`config.mk`:
```
export PLATFORM = sky130hd
export DESIGN_NAME = multicycle_control
export DESIGN_NICKNAME = d
export VERILOG_FILES = /design/src/rtl/cpu_ctrl_pkg.sv /design/src/rtl/mem_wait_timer.sv /design/src/rtl/multicycle_control.sv
export SDC_FILE = /design/constraint.sdc
export NUM_CORES = 1
export LEC_CHECK = 0
export ABC_AREA = 1
export CAP_MARGIN = 20
export CORE_MARGIN = 10
export CORE_UTILIZATION = 30
export DETAILED_ROUTE_END_ITERATION = 7
export PLACE_DENSITY = 0.61
export SLEW_MARGIN = 10
export SYNTH_ARGS = -nofsm -noshare
export SYNTH_HDL_FRONTEND = slang
export SYNTH_SLANG_ARGS = --single-unit
```
`constraint.sdc`:
```
create_clock -name clk -period 1.37 [get_ports clk]
set_input_delay 0.274 -clock clk [delete_from_list [all_inputs] [get_ports clk]]
set_output_delay 0.274 -clock clk [all_outputs]
set_load 0.005 [all_outputs]
```
`src/rtl/cpu_ctrl_pkg.sv`:
```
// Shared types and constants for the RV32 multi-cycle controller.
// Holds the state encoding, supported opcodes and error codes.
package cpu_ctrl_pkg;

   typedef enum logic [2:0] {
      IDLE   = 3'd0,
      FETCH  = 3'd1,
      DECODE = 3'd2,
      EXEC   = 3'd3,
      MEM    = 3'd4,
      WB     = 3'd5,
      HALT   = 3'd6
   } state_t;

   localparam logic [6:0] OP_RTYPE  = 7'b0110011;
   localparam logic [6:0] OP_IALU   = 7'b0010011;
   localparam logic [6:0] OP_LOAD   = 7'b0000011;
   localparam logic [6:0] OP_BRANCH = 7'b1100011;

   localparam logic [1:0] ERR_NONE    = 2'b00;
   localparam logic [1:0] ERR_ILLEGAL = 2'b01;
   localparam logic [1:0] ERR_TIMEOUT = 2'b10;

   function automatic logic is_legal_op(input logic [6:0] op);
      return (op == OP_RTYPE) || (op == OP_IALU) ||
             (op == OP_LOAD)  || (op == OP_BRANCH);
   endfunction

endpackage

```
`src/rtl/mem_wait_timer.sv`:
```
// Counts consecutive cycles a memory access has been waiting for mem_ready
// and flags when the wait limit is hit. TIMEOUT_CYCLES = 0 disables it.
module mem_wait_timer #(
   parameter int TIMEOUT_CYCLES = 16
) (
   input  logic clk,
   input  logic rst_n,
   input  logic active,
   input  logic mem_ready,
   output logic expired
);

   localparam int CW = (TIMEOUT_CYCLES > 0) ? $clog2(TIMEOUT_CYCLES + 1) : 1;
   localparam logic [CW-1:0] CNT_MAX  = {CW{1'b1}};
   localparam logic [CW-1:0] CNT_LAST = CW'(TIMEOUT_CYCLES - 1);

   logic [CW-1:0] cnt_q;
   logic [CW-1:0] cnt_d;

   // Counter is held at zero outside an access, so every access starts from zero.
   always_comb begin
      cnt_d = cnt_q;
      if (!active || mem_ready) begin
         cnt_d = '0;
      end else if (cnt_q != CNT_MAX) begin
         cnt_d = cnt_q + 1'b1;
      end
   end

   always_ff @(posedge clk or negedge rst_n) begin
      if (!rst_n) begin
         cnt_q <= '0;
      end else begin
         cnt_q <= cnt_d;
      end
   end

   // cnt_q counts earlier wait cycles, so cnt_q == LIMIT-1 means this is the
   // LIMIT-th cycle without mem_ready; a ready in that cycle still wins.
   assign expired = (TIMEOUT_CYCLES != 0) && active && !mem_ready &&
                    (cnt_q == CNT_LAST);

endmodule

```
`src/rtl/multicycle_control.sv`:
```
// Multi-cycle sequencer for the RV32 datapath: steps each instruction through
// FETCH/DECODE/EXEC/MEM/WB and drives the datapath and memory control lines.
module multicycle_control
   import cpu_ctrl_pkg::*;
#(
   parameter int TIMEOUT_CYCLES = 16
) (
   input  logic       clk,
   input  logic       rst_n,
   input  logic [6:0] op,
   input  logic       EQ,
   input  logic       mem_ready,
   output logic       mem_req,
   output logic       mem_sel,
   output logic       IRWrite,
   output logic       PCWrite,
   output logic       PCsrc,
   output logic       RegWrite,
   output logic       ALUsrc,
   output logic       ImmSrc,
   output logic       ALUctrl,
   output logic       WriteSrc,
   output logic       instr_retired,
   output logic       halted,
   output logic [1:0] err_code,
   output logic [2:0] dbg_state
);

   state_t     state_q, state_d;
   logic [1:0] err_q, err_d;
   logic       mem_active;
   logic       wait_expired;

   assign mem_active = (state_q == FETCH) || (state_q == MEM);

   mem_wait_timer #(
      .TIMEOUT_CYCLES(TIMEOUT_CYCLES)
   ) u_wait_timer (
      .clk      (clk),
      .rst_n    (rst_n),
      .active   (mem_active),
      .mem_ready(mem_ready),
      .expired  (wait_expired)
   );

   always_ff @(posedge clk or negedge rst_n) begin
      if (!rst_n) begin
         state_q <= IDLE;
         err_q   <= ERR_NONE;
      end else begin
         state_q <= state_d;
         err_q   <= err_d;
      end
   end

   always_comb begin
      state_d = state_q;
      err_d   = err_q;
      case (state_q)
         IDLE:   state_d = FETCH;
         FETCH: begin
            if (mem_ready) begin
               state_d = DECODE;
            end else if (wait_expired) begin
               state_d = HALT;
               err_d   = ERR_TIMEOUT;
            end
         end
         DECODE: begin
            if (is_legal_op(op)) begin
               state_d = EXEC;
            end else begin
               state_d = HALT;
               err_d   = ERR_ILLEGAL;
            end
         end
         EXEC: begin
            if (op == OP_LOAD) begin
               state_d = MEM;
            end else if (op == OP_BRANCH) begin
               state_d = FETCH;
            end else begin
               state_d = WB;
            end
         end
         MEM: begin
            if (mem_ready) begin
               state_d = WB;
            end else if (wait_expired) begin
               state_d = HALT;
               err_d   = ERR_TIMEOUT;
            end
         end
         WB:      state_d = FETCH;
         HALT:    state_d = HALT;
         default: state_d = IDLE;
      endcase
   end

   // Moore decode; only the FETCH writes and the branch PC update look at inputs.
   always_comb begin
      mem_req       = 1'b0;
      mem_sel       = 1'b0;
      IRWrite       = 1'b0;
      PCWrite       = 1'b0;
      PCsrc         = 1'b0;
      RegWrite      = 1'b0;
      ALUsrc        = 1'b0;
      ImmSrc        = 1'b0;
      ALUctrl       = 1'b0;
      WriteSrc      = 1'b0;
      instr_retired = 1'b0;
      halted        = 1'b0;
      case (state_q)
         FETCH: begin
            mem_req = 1'b1;
            IRWrite = mem_ready;
            PCWrite = mem_ready;
         end
         EXEC: begin
            if ((op == OP_IALU) || (op == OP_LOAD)) begin
               ALUsrc = 1'b1;
            end else if (op == OP_BRANCH) begin
               ALUctrl       = 1'b1;
               ImmSrc        = 1'b1;
               PCWrite       = !EQ;
               PCsrc         = !EQ;
               instr_retired = 1'b1;
            end
         end
         MEM: begin
            mem_req = 1'b1;
            mem_sel = 1'b1;
            ALUsrc  = 1'b1;
         end
         WB: begin
            RegWrite      = 1'b1;
            WriteSrc      = (op == OP_LOAD);
            instr_retired = 1'b1;
         end
         HALT:    halted = 1'b1;
         default: ;
      endcase
   end

   assign err_code  = err_q;
   assign dbg_state = state_q;

endmodule

```
# Word-level counts from Yosys, hierarchy flattened

Index checks and enable logic that the tools add are counted.

Reduce and logical (&&, ||, !) cells: 17
Equal/unequal tests: 15
Mux-type cells: 29
Add/subtract/negate cells: 1

Operators by type and width:

| cell                                                | number |
|---|---|
| two-way mux 3 bit                                   | 6 |
| one-hot mux 3 bit (6 select lines)                  | 1 |
| two-way mux 1 bit                                   | 13 |
| two-way mux 5 bit                                   | 2 |
| equality test 3 bit, second input constant          | 3 |
| equality test 7 x 2 -> 1 bit, second input constant | 1 |
| equality test 7 x 5 -> 1 bit, second input constant | 1 |
| equality test 7 x 6 -> 1 bit, second input constant | 1 |
| equality test 7 bit, second input constant          | 1 |
| equality test 3 x 2 -> 1 bit, second input constant | 2 |
| logical OR 1 bit                                    | 6 |
| two-way mux 2 bit                                   | 3 |
| one-hot mux 1 bit (2 select lines)                  | 3 |
| adder 5 x 1 -> 5 bit, second input constant         | 1 |
| equality test 5 x 4 -> 1 bit, second input constant | 1 |
| inequality test 5 bit, second input constant        | 1 |
| inequality test 2 bit, second input constant        | 2 |
| one-hot mux 2 bit (2 select lines)                  | 1 |
| AND reduction 4 bit                                 | 1 |
| nonzero test 2 bit                                  | 2 |
| OR reduction 2 bit                                  | 2 |
| equality test 3 x 1 -> 1 bit, second input constant | 1 |
| zero test 1 bit                                     | 3 |
| zero test 3 bit                                     | 1 |
| 2 further kinds                                     | 3 |

Register bits: 10
Output and inout bits: 17
Logic and storage cells: 65
Bits of input ports: 11

# Logic depth before layout (Yosys ltp)

Word-level depth: 7
Mapped depth: 8
Depth with buffers taken out: 8

# By module

A second synthesis with hierarchy kept.

Cells, all modules: 114
Area total of the unflattened synthesis: 737.0 µm²

Modules (own cells, without submodules):

| module             | instances | sequential area each (µm²) | area an instance (µm²) | cells each |
|---|---|---|---|---|
| multicycle_control | 1         | 125.1                      | 451.7                  | 77 |
| mem_wait_timer     | 1         | 125.1                      | 285.3                  | 37 |

# Worst setup path after synthesis

OpenSTA, ideal clock, no wires.

Path type: register -> register
Start: reg u_wait_timer.cnt_q[0]
End: reg u_wait_timer.cnt_q[3]
Slack: -88 ps
Cell stages (with the launch flop): 9
Path buffers: 0
Data arrival time: 1340 ps
Period minus slack after synthesis: 1458 ps
Required time: 1252 ps
Library setup time: 118 ps
Cell sequence: dfrtp_1 ha_1 nand2_1 nor2_1 ha_1 nor2_1 nand3_1 xor2_1 nor2_1

Word-level cells in the longest chain between the ends: 3
Elaborated cells on any way between the ends: 5
Those cells by class: add/sub (1); eq/ne (1); mux (2); reduce/logical (1)

RTL lines:

| what                   | line                 | RTL |
|---|---|---|
| start, declared        | mem_wait_timer.sv:17 | `logic [CW-1:0] cnt_q;` |
| start signal, assigned | mem_wait_timer.sv:34 | `cnt_q <= cnt_d;` |
| adder 5 x 1 -> 5 bit   | mem_wait_timer.sv:26 | `cnt_d = cnt_q + 1'b1;` |
| two-way mux 5 bit      | mem_wait_timer.sv:25 | `end else if (cnt_q != CNT_MAX) begin` |
| two-way mux 5 bit      | mem_wait_timer.sv:23 | `if (!active \|\| mem_ready) begin` |

Several ways; a longest one is shown, not always the timed one. The select of a mux whose other input is x is not followed.
A chain may end at the register's enable or synchronous reset.

# Worst setup path after layout

Start: reg state_q[2], in the netlist dbg_state[2]
End: out PCWrite

Word-level cells in the longest chain between the ends: 2
Elaborated cells on any way between the ends: 3
Those cells by class: eq/ne (2); mux (1)

RTL lines:

| what                                                                                | line                      | RTL |
|---|---|---|
| start, declared                                                                     | multicycle_control.sv:29  | `state_t state_q, state_d;` |
| start signal, assigned                                                              | multicycle_control.sv:51  | `state_q <= state_d;` |
| equality test 3 x 2 -> 1 bit / equality test 3 x 1 -> 1 bit (equally long branches) | multicycle_control.sv:114 | `case (state_q)` |
| one-hot mux 1 bit (2 select lines) (*)                                              | multicycle_control.sv:114 |  |
| end, declared                                                                       | multicycle_control.sv:16  | `output logic PCWrite,` |

Mark *: on every way between the ends. The rest lies on a longest branch, timed or not.

==> metrics.md <==
| Metric | Value |
|---|---|
| Largest net degree at the start of global routing | 11 |
| Worst slew pin tran | between 0.4 and 0.5 ns |
| Busiest layer in global routing | met2 |
| Clock Sinks | 10 |
| Total Routing Usage GR | between 10% and 20% |
| Worst Slack Setup Final | -0.277 ns |
| Clk slew on worst S/H paths | roughly 0.070 ns |
| Total Nets Final | roughly 210 |
| Slowest CP cell | dfrtp_2 |
| Netlist cell types | 16 |
| GR Layer Usage met1 | roughly an eighth |
| RSZ-0062 raised after global routing | yes |
| Flop pwr share | around 20% |
| # DRC | 0 |
| Pre-antenna DRT Iters | 4 |
| PortBufs | 27 |
| Syn Area/Cell | 6.55 µm² |
| Wire per inst | 13.9 µm |
| Achievable frequency | between 0.6 and 0.7 GHz |
| Total gr overflow | 0 |
| Die ar. | roughly 4700 µm² |
| Largest cells by area after synthesis | dfrtp_1, nand2_1, inv_1 |
| Clock buffer depth | 2 |
| CP max stage delay | about 0.44 ns |
| Post-synthesis sequential area ratio | a little over a third |
| Die span in y | ~69 µm |
| Crit-path max FO | 3 |
| Critical-path cell list | nor3_4, nand2_2, buf_6, o21ai_2, buf_2 |
| MaxCap Viol Count | 0 |
| VDD IR max | approximately 0.00095 V |
| DR iter-0 viols | 36 |
| PD cells | 1330 nW/µm² |
| Std cell rows | 17 |
| Reg-to-reg slack, setup | -0.06 ns |
| IO Count | 28 |
| Yosys warns | 0 |
| Global-route track usage on met3 | roughly 2.9% |
| Cell taking the most area after synthesis | dfrtp_1 |
| CTS tree | done |
| Period utilisation layout | 120% |
| Crit path DAT | approximately 1.4 ns |
| Starting Density | a little under a third |
| Area Overhead vs Synth | 129% |
| Root Driver | clkbuf_4 |
| CP Launch Type | flop |
| Final hold vios | 0 |
| Syn Inst Count | 108 |
| Antenna-violating nets left | 0 |
| Sw Share | around two fifths |
| CP top delay family | flip-flops |
| Status | finished with violations |
| Buf/Inv on CP | 2 |
| Failing checks | setup timing |
| Via count | between 1000 and 1500 |
| Setup TNS | -2.40 ns |
| Register bit total from synthesis | 10 |
| Vias per inst | between 4 and 5 |
| Crit path kind | reg -> out |
| P_sw | 0.867 mW |
| Lkg Pwr | around 0.84 nW |
| First-pass GRT wire length | between 4000 and 5000 µm |
| Horiz. Die Dim | 68.5 µm |
| Vias in the first global route | 1050 |
| CTS H-tree depth | 1 |
| Clock skew | 0.00973 ns |
| Hold bufs inserted after CTS | 0 |
| Worst setup EP type | output pin |
| Final setup fails | 14 |
| Detailed Place HPWL | roughly 1800 µm |
| Drt total wl | roughly 3000 µm |
| Post-synth top area share | 35.4% |
| Crit path time final | 1.65 ns |
| Pint | 1.29 mW |
| Final GP Congestion | 0.756 |
| Share of cells above drive strength 1 | a little over three fifths |
| Met2 Use GR | between 20% and 30% |
| Crit path required time | between 1 and 1.5 ns |
| Initial antenna violation count | 0 |
| Headroom to the max-slew limit | a little over two thirds |
| Worst hold path type | in -> async |
| Latest clock arrival within the worst-skew pair | 0.27 ns |
| Clock group share of total power | between 10 and 15% |
| CTS Buf Count | 3 |
| Final core utilization | between 70% and 80% |
| Count of antenna diodes in the layout | 0 |
| Comb pwr share | 68.4% |
| Core area | between 2000 and 2500 µm² |
| Mapped Area | slightly above 700 µm² |
| Max Slew Vio Count | 0 |
| Net Count, Synth | roughly 120 |
registers in the layout (all words and copies together) (netlist names):
| register | count |
|---|---|
| err_code | 2 |
| dbg_state | 3 |
| u_wait_timer.cnt_q | 5 |
layout by cell type, fill, tap and decap left out, types with 3 or more instances in the layout:
cell             Yosys  routed
nor2_2               0       4
inv_1               21      14
dfrtp_1             10       9
nor2_1              17       8
nor2_4               0       5
nand3_4              0       5
inv_2                1       7
nand3_1             13       6
buf_2                0      10
nand2_2              2       5
buf_6                0      17
nand3_2              1       3
nand2_1             26      22
clkbuf_4             0       3
a21oi_2              0       3
clkdlybuf4s50_1      0       3
clkbuf_2             0       5
buf_4                1      39
area by class of cell:
type,count,area (µm²)
Tap cell,28,35.0
Timing Repair Buffer,79,639
Multi-Input combinational cell,75,569
Fill cell,163,614
Sequential cell,10,251
Clock buffer,4,36.3
Inverter,22,87.6
routing by layer:
metal	routed length, µm	vias up
met4	50	0
li1	-	500
met2	1770	27
met1	1090	500
met3	123	6
met5	0	-
power groups by stage:
stage | clock network [mW] | logic (mW) | registers (mW)
2_1_floorplan | 0 | 0.362 | 0.431
3_3_place_gp | 0 | 1.02 | 0.409
3_5_place_dp | 0 | 1.03 | 0.409
4_1_cts | 0.264 | 1.27 | 0.416
5_1_grt | 0.288 | 1.58 | 0.429
6_report | 0.262 | 1.47 | 0.420
final timing paths:
kind                       cells after the start               endpoint         start
hold / removal                                 1  u_wait_timer.cnt_q[2]         rst_n
setup reg to reg                               8            err_code[1]  dbg_state[0]
hold reg to reg                                2            err_code[0]   err_code[0]
min in group clk                               2            err_code[0]   err_code[0]
max in group asynchronous                      1           dbg_state[2]         rst_n
setup / recovery                               5                PCWrite  dbg_state[2]
cell families (layout without fill, tap and decap cells):
kind of cell / after synthesis / count (layout) / synth area share, %
XOR/XNOR: 1 / 1 / 1.24
buffers and inverters: 23 / 105 / 12.7
AND/OR/NAND/NOR: 62 / 62 / 38.9
AO/OA/AOI/OAI: 9 / 9 / 6.37
flip-flops: 10 / 10 / 35.4
adder cells (fa/ha/maj): 3 / 3 / 5.31
metrics by stage:
step | area, µm² | setup WS [ns] | instances | power (mW) | hold WS, ns
after floorplan | 712 | 0.00158 | 108 | 0.793 | -0.0216
after global placement | 1180 | -0.716 | 185 | 1.43 | 0.472
after detailed placement | 1180 | -0.755 | 185 | 1.44 | 0.486
after CTS | 1480 | -0.284 | 214 | 1.95 | 0.331
after global routing | 1620 | -0.367 | 218 | 2.30 | 0.354
final | 1620 | -0.277 | 218 | 2.15 | 0.317
synthesized netlist by cell type:
cell type	count
nand2_2	2
inv_1	21
xor2_1	1
o21ai_1	2
o21ai_0	2
nand3_2	1
ha_1	3
nand3_1	13
a21oi_1	5
nand4_1	1
dfrtp_1	10
inv_2	1
nor2_1	17
buf_4	1
nor3_2	2
nand2_1	26
timing repair:
action,4_1_cts,5_1_grt
buffers inserted,26,7
endpoints found under the setup margin,22,24
pin swaps,19,14
gates resized for setup,112,41
hold endpoints to repair,0,0
cloned,0,0
No activity file was read; power rests on OpenSTA's default activity.
